==> src/rtl/traffic_pkg.sv <==
`default_nettype none
// +----------------------------------------------------------------------------+
// | Module      : traffic_pkg                                                  |
// | Description : Phase and lamp encodings shared by the intersection blocks.  |
// | Revision    : 1.0                                                          |
// +----------------------------------------------------------------------------+
package traffic_pkg;

    localparam logic [1:0] PH_GREEN  = 2'd0;
    localparam logic [1:0] PH_YELLOW = 2'd1;
    localparam logic [1:0] PH_ALLRED = 2'd2;
    localparam logic [1:0] PH_FLASH  = 2'd3;

    typedef enum logic [1:0] {
        LAMP_R = 2'd0,
        LAMP_Y = 2'd1,
        LAMP_G = 2'd2
    } lamp_e;

endpackage
`default_nettype wire

==> src/rtl/rr_next_dir.sv <==
`default_nettype none
// +----------------------------------------------------------------------------+
// | Module      : rr_next_dir                                                  |
// | Description : Finds the first requesting approach after the current one.   |
// | Revision    : 1.0                                                          |
// +----------------------------------------------------------------------------+
module rr_next_dir #(
    parameter  int N_DIR = 4,
    localparam int DW    = $clog2(N_DIR)
) (
    input  logic [N_DIR-1:0] i_req,
    input  logic [DW-1:0]    i_cur,
    output logic             o_found,
    output logic [DW-1:0]    o_next
);

    logic [DW-1:0] w_idx;

    // Scan farthest-first so the nearest requester overwrites and wins.
    always_comb begin
        o_found = 1'b0;
        o_next  = i_cur;
        w_idx   = '0;
        for (int k = N_DIR - 1; k >= 1; k--) begin
            w_idx = DW'((int'(i_cur) + k) % N_DIR);
            if (i_req[w_idx]) begin
                o_found = 1'b1;
                o_next  = w_idx;
            end
        end
    end

endmodule
`default_nettype wire

==> src/rtl/traffic_light_controller_nway.sv <==
`default_nettype none
// +----------------------------------------------------------------------------+
// | Module      : traffic_light_controller_nway                                |
// | Description : N-approach controller: sensors, preemption, night flash.     |
// | Revision    : 1.0                                                          |
// +----------------------------------------------------------------------------+
module traffic_light_controller_nway
    import traffic_pkg::*;
#(
    parameter  int N_DIR      = 4,
    parameter  int CNT_W      = 8,
    parameter  int MIN_GREEN  = 5,
    parameter  int MAX_GREEN  = 20,
    parameter  int YELLOW     = 2,
    parameter  int ALL_RED    = 1,
    parameter  int FLASH_HALF = 4,
    localparam int DW         = $clog2(N_DIR)
) (
    input  logic             clk,
    input  logic             reset_n,
    input  logic [N_DIR-1:0] sensor,
    input  logic             preempt_valid,
    input  logic [DW-1:0]    preempt_dir,
    input  logic             flash_mode,
    output logic [N_DIR-1:0] red,
    output logic [N_DIR-1:0] yellow,
    output logic [N_DIR-1:0] green,
    output logic [DW-1:0]    active_dir,
    output logic [1:0]       phase
);

    if (N_DIR < 2 || N_DIR > 8 || MIN_GREEN < 1 || MAX_GREEN < MIN_GREEN ||
        YELLOW < 1 || ALL_RED < 1 || FLASH_HALF < 1 || CNT_W < 1) begin : g_param_check
        $error("traffic_light_controller_nway: illegal parameter set");
    end

    localparam logic [CNT_W-1:0] c_min_m1   = CNT_W'(MIN_GREEN - 1);
    localparam logic [CNT_W-1:0] c_max_m1   = CNT_W'(MAX_GREEN - 1);
    localparam logic [CNT_W-1:0] c_yel_m1   = CNT_W'(YELLOW - 1);
    localparam logic [CNT_W-1:0] c_ar_m1    = CNT_W'(ALL_RED - 1);
    localparam logic [CNT_W-1:0] c_flash_m1 = CNT_W'(FLASH_HALF - 1);
    localparam logic [DW:0]      c_n_dir    = (DW + 1)'(N_DIR);

    logic [1:0]       r_phase, w_phase_nx;
    logic [DW-1:0]    r_active_dir, w_active_nx;
    logic [DW-1:0]    r_next_dir, w_next_nx;
    logic [CNT_W-1:0] r_timer;
    logic             w_timer_clr;
    logic             r_flash_off, w_flash_off_nx;

    logic             w_pv;
    logic [N_DIR-1:0] w_active_oh;
    logic             w_others_req;
    logic             w_rr_found;
    logic [DW-1:0]    w_rr_dir;

    // An out-of-range target is treated as no request at all.
    assign w_pv         = preempt_valid && ({1'b0, preempt_dir} < c_n_dir);
    assign w_active_oh  = N_DIR'(1) << r_active_dir;
    assign w_others_req = |(sensor & ~w_active_oh);

    rr_next_dir #(
        .N_DIR (N_DIR)
    ) u_rr (
        .i_req   (sensor),
        .i_cur   (r_active_dir),
        .o_found (w_rr_found),
        .o_next  (w_rr_dir)
    );

    always_comb begin
        w_phase_nx     = r_phase;
        w_active_nx    = r_active_dir;
        w_next_nx      = r_next_dir;
        w_flash_off_nx = r_flash_off;
        w_timer_clr    = 1'b0;
        case (r_phase)
            PH_GREEN: begin
                if (w_pv && preempt_dir == r_active_dir) begin
                    w_phase_nx = PH_GREEN;
                end else if (w_pv) begin
                    w_phase_nx = PH_YELLOW;
                    w_next_nx  = preempt_dir;
                end else if (flash_mode) begin
                    w_phase_nx = PH_YELLOW;
                    w_next_nx  = r_active_dir;
                end else if (r_timer >= c_min_m1 && w_others_req && w_rr_found &&
                             (!sensor[r_active_dir] || r_timer >= c_max_m1)) begin
                    w_phase_nx = PH_YELLOW;
                    w_next_nx  = w_rr_dir;
                end
            end
            PH_YELLOW: begin
                if (w_pv) begin
                    w_next_nx = preempt_dir;
                end
                if (r_timer >= c_yel_m1) begin
                    w_phase_nx = PH_ALLRED;
                end
            end
            PH_ALLRED: begin
                if (r_timer >= c_ar_m1) begin
                    if (w_pv) begin
                        w_phase_nx  = PH_GREEN;
                        w_active_nx = preempt_dir;
                        w_next_nx   = preempt_dir;
                    end else if (flash_mode) begin
                        w_phase_nx     = PH_FLASH;
                        w_flash_off_nx = 1'b0;
                    end else begin
                        w_phase_nx  = PH_GREEN;
                        w_active_nx = r_next_dir;
                    end
                end
            end
            PH_FLASH: begin
                if (w_pv || !flash_mode) begin
                    w_phase_nx = PH_ALLRED;
                    w_next_nx  = w_pv ? preempt_dir : '0;
                end else if (r_timer >= c_flash_m1) begin
                    // The phase timer doubles as the flash half-period counter.
                    w_flash_off_nx = !r_flash_off;
                    w_timer_clr    = 1'b1;
                end
            end
            default: begin
                w_phase_nx  = PH_GREEN;
                w_active_nx = '0;
            end
        endcase
        if (w_phase_nx != r_phase) begin
            w_timer_clr = 1'b1;
        end
    end

    always_ff @(posedge clk) begin
        if (!reset_n) begin
            r_phase      <= PH_GREEN;
            r_active_dir <= '0;
            r_next_dir   <= '0;
            r_timer      <= '0;
            r_flash_off  <= 1'b0;
        end else begin
            r_phase      <= w_phase_nx;
            r_active_dir <= w_active_nx;
            r_next_dir   <= w_next_nx;
            r_flash_off  <= w_flash_off_nx;
            if (w_timer_clr) begin
                r_timer <= '0;
            end else if (r_timer != {CNT_W{1'b1}}) begin
                r_timer <= r_timer + 1'b1;
            end
        end
    end

    for (genvar gi = 0; gi < N_DIR; gi++) begin : g_lamp
        lamp_e w_lamp;

        always_comb begin
            w_lamp = LAMP_R;
            if (r_active_dir == DW'(gi)) begin
                if (r_phase == PH_GREEN) begin
                    w_lamp = LAMP_G;
                end else if (r_phase == PH_YELLOW) begin
                    w_lamp = LAMP_Y;
                end
            end
        end

        assign red[gi]    = (r_phase == PH_FLASH) ? !r_flash_off : (w_lamp == LAMP_R);
        assign yellow[gi] = (w_lamp == LAMP_Y);
        assign green[gi]  = (w_lamp == LAMP_G);
    end

    assign active_dir = r_active_dir;
    assign phase      = r_phase;

endmodule
`default_nettype wire
==> config.mk <==
export PLATFORM = sky130hd
export DESIGN_NAME = traffic_light_controller_nway
export DESIGN_NICKNAME = d
export VERILOG_FILES = /design/src/rtl/traffic_pkg.sv /design/src/rtl/rr_next_dir.sv /design/src/rtl/traffic_light_controller_nway.sv
export SDC_FILE = /design/constraint.sdc
export NUM_CORES = 1
export LEC_CHECK = 0
export BUFFER_PORTS_ARGS = -buffer_cell sky130_fd_sc_hd__buf_2
export CAP_MARGIN = 15
export CORE_MARGIN = 5
export CORE_UTILIZATION = 40
export CTS_CLUSTER_DIAMETER = 150
export DETAILED_ROUTE_END_ITERATION = 10
export PLACE_DENSITY = 0.57
export SYNTH_ARGS = -nofsm -noshare
export SYNTH_HDL_FRONTEND = slang
export SYNTH_HIERARCHICAL = 1
export SYNTH_SLANG_ARGS = --single-unit
==> constraint.sdc <==
create_clock -name clk -period 6.3 [get_ports clk]
set_clock_uncertainty 0.1 [all_clocks]
set_input_delay 1.26 -clock clk [delete_from_list [all_inputs] [get_ports clk]]
set_output_delay 1.26 -clock clk [all_outputs]
set_load 0.1 [all_outputs]
==> reports/qor.yml <==
outcome:
  status: "complete, no violations"
global_route:
  grt_pass1_wl_um: 6390
  grt_start_max_net_pins: 22
  antenna_found_initial: 0
  grt_usage: 0.152
  grt_overflow: 0
  grt_pass1_vias: 1364
setup_path:
  critPathCaptureType: "output port"
  rr_endpoint: "r_timer[3]"
  max_stage_delay_ps: 600
  arrival_ps: 2100
  worstPathRequired_ps: 4940
  r2r_setup_slack_ps: 3600
  critPathCapture: "yellow[0]"
  reg2reg_depth: 8
  path_class: "flop to output port"
  crit_chain: "inv_1 -> ha_1 -> nand2b_1 -> nor3_1 -> buf_2"
  cp-start-kind: "flop"
  startpoint: "phase[0]"
  worst-path-max-fanout: 11
  r2r_start: "active_dir[1]"
  cpMaxStageDelayCell: "dfxtp_1"
logic_synthesis:
  synthXorXnorAreaFrac: 0.0345
  yosys_warnings: 6
  syn_avg_cell_area_um2: 7.73
  async_flop_share: 0
  synth_cell_types: 50
  yosysSeqAreaShare: 0.197
  syn_area_um2: 1520
  synth_mux_area_frac: 0.0805
  synth_top_family_by_area: "simple AND/OR/NAND/NOR gates"
  synth-edff-count: 0
  synth_nets: 217
  synth_fa_ha_area_frac: 0.0822
  netlist_instances: 197
  ys.flop_type: "dfxtp_1"
  yosys.area_share.simple: 0.311
  synth-compound-area-share: 0.231
  ys_ff_latch: 15
cts:
  postCtsSetupRepairBufs: 0
  cts_max_path_buffers: 2
  cts_tree: "built"
  cts_resized: 0
  cts.sinks: 15
  cts_hold_buffers: 0
  cts-root-buf: "clkbuf_8"
  cts_buffers: 3
  cts.clk_slew.worst_paths_ps: 70
  cts.htree.levels: 1
  clkLatencyLatePin_ps: 250
routing:
  drc_errors: 0
  wirelength_um: 3880
  vias: 1510
  via_per_inst: 5.72
  drtPass1Iterations: 4
  postRouteAntennaNets: 0
  wl_per_cell_um: 14.7
  drt_iter0_drc: 97
hold_path:
  hold_path.class: "flop to flop"
  hp-start: "r_next_dir[0]"
floorplanning:
  num_rows: 22
  die_w_um: 71.7
  start_util: 0.413
  design.core.area_um2: 3690
  ios: 26
  dieHeight_um: 71.7
  dieArea_um2: 5140
job:
  maxCapViolCount: 0
timing:
  fmax_mhz: 289
  period_needed_ps: 3460
  rsz0062_at_grt: "no"
  final_hold_viol_count: 0
  setup_violations: 0
  tightestPinTransition_ps: 765
  relSlewSlack: 0.489
  timing.final.crit_share: 0.549
  drv_slew: 0
  setup_tns_ps: 0
cells_and_area:
  antenna_cells: 0
  final_cell_mix: "buf_2, nor2_1, nand2_1, dfxtp_1"
  final_nets: 237
  synthToLayoutAreaGrowth_pct: 11.6
  drive_gt1_frac: 0.185
  final_common_cell: "buf_2"
  layoutNonFillerInstCount: 264
  fin_area_um2: 1700
  post-route-util: 0.461
power:
  cellLeakagePower_nw: 0.650
  peakVddDrop_uv: 206
  total_power_uw: 850
  powerDensity_nw_per_um2: 500
place:
  place.gp.congestion: 0.872
  dp_cells: 260
  place_hpwl_um: 2980
  place_area_um2: 1650
  io_buffers: 25
## logic make-up (layout without fill, tap and decap cells)
| family | after synthesis | count (layout) |
|---|---|---|
| DFF | 15 | 15 |
| and+or+nand+nor | 85 | 85 |
| buffers and inverters | 21 | 40 |
| muxes | 11 | 11 |
| xor gates and xnor gates | 6 | 6 |
| adders and majority gates | 10 | 10 |
| AOI/OAI and AO/OA | 49 | 49 |
## area by class of cell
class,count,area [um2]
well taps,48,60.1
flip-flops and latches,15,300
clock buffers,3,41.3
repair buffers,25,125
inverters,11,41.3
multi-input cells,161,1130
clock inverters,1,5.00
fillers,372,1990
## layer usage
metal | GRT usage | vias to the layer above | part of all wire
li1 | - | 762 | -
met4 | 0.0438 | 0 | 0.0075
met5 | 0 | - | 0
met3 | 0.0337 | 4 | 0.080
met2 | 0.240 | 56 | 0.44
met1 | 0.208 | 688 | 0.47
## synthesized netlist by cell type, types with 3 or more instances
| library cell | instances | area (um2) |
|---|---|---|
| nor2b_1 | 5 | 31.3 |
| a31oi_1 | 5 | 31.3 |
| dfxtp_1 | 15 | 300 |
| a211oi_1 | 4 | 30.0 |
| a21oi_1 | 8 | 40.0 |
| nor2_1 | 16 | 60.1 |
| inv_1 | 11 | 41.3 |
| xnor2_1 | 4 | 35.0 |
| nand3_1 | 7 | 35.0 |
| nor3b_1 | 3 | 22.5 |
| nor4_1 | 11 | 68.8 |
| clkbuf_1 | 5 | 18.8 |
| nand2b_1 | 8 | 50.1 |
| nand2_1 | 15 | 56.3 |
| o31ai_1 | 3 | 22.5 |
| ha_1 | 10 | 125 |
| nor3_1 | 7 | 35.0 |
| o21ai_1 | 4 | 20.0 |
| mux2i_1 | 10 | 100 |
| o21ai_0 | 8 | 40.0 |
## registers in the layout, indices dropped and copies added (netlist names)
| register | flops |
|---|---|
| r_timer | 8 |
| active_dir | 2 |
| phase | 2 |
| r_next_dir | 2 |
| r_flash_off | 1 |
## critical path, delay by kind of cell, from the launching register on
kind	cells	cell delay, ps
buf+inv	2	650
flops	1	600
simple gates	2	320
fa+ha+maj	1	270
## power breakdown
part | total [mW] | leakage, nW | internal, mW | switching [mW]
Clock | 0.0816 | 0.0255 | 0.0439 | 0.0377
Sequential | 0.164 | 0.122 | 0.115 | 0.0494
Combinational | 0.604 | 0.503 | 0.152 | 0.452
## stage by stage
step           hold slack (ps)  setup slack, ps
2_1_floorplan              337             1040
3_3_place_gp               360             3110
3_5_place_dp               369             3050
4_1_cts                    386             2830
5_1_grt                    416             2700
6_report                   386             2840
## how the worst min path moves through the flow
stage	end	depth (start not counted)	slack, ps
after floorplan	r_next_dir[0]	2	340
after global placement	r_next_dir[1]	2	360
after detailed placement	r_next_dir[0]	2	370
after CTS	r_next_dir[0]	2	390
after global routing	r_next_dir[0]	2	420
final	r_next_dir[0]	2	390
(Power assumes the default switching activity.)
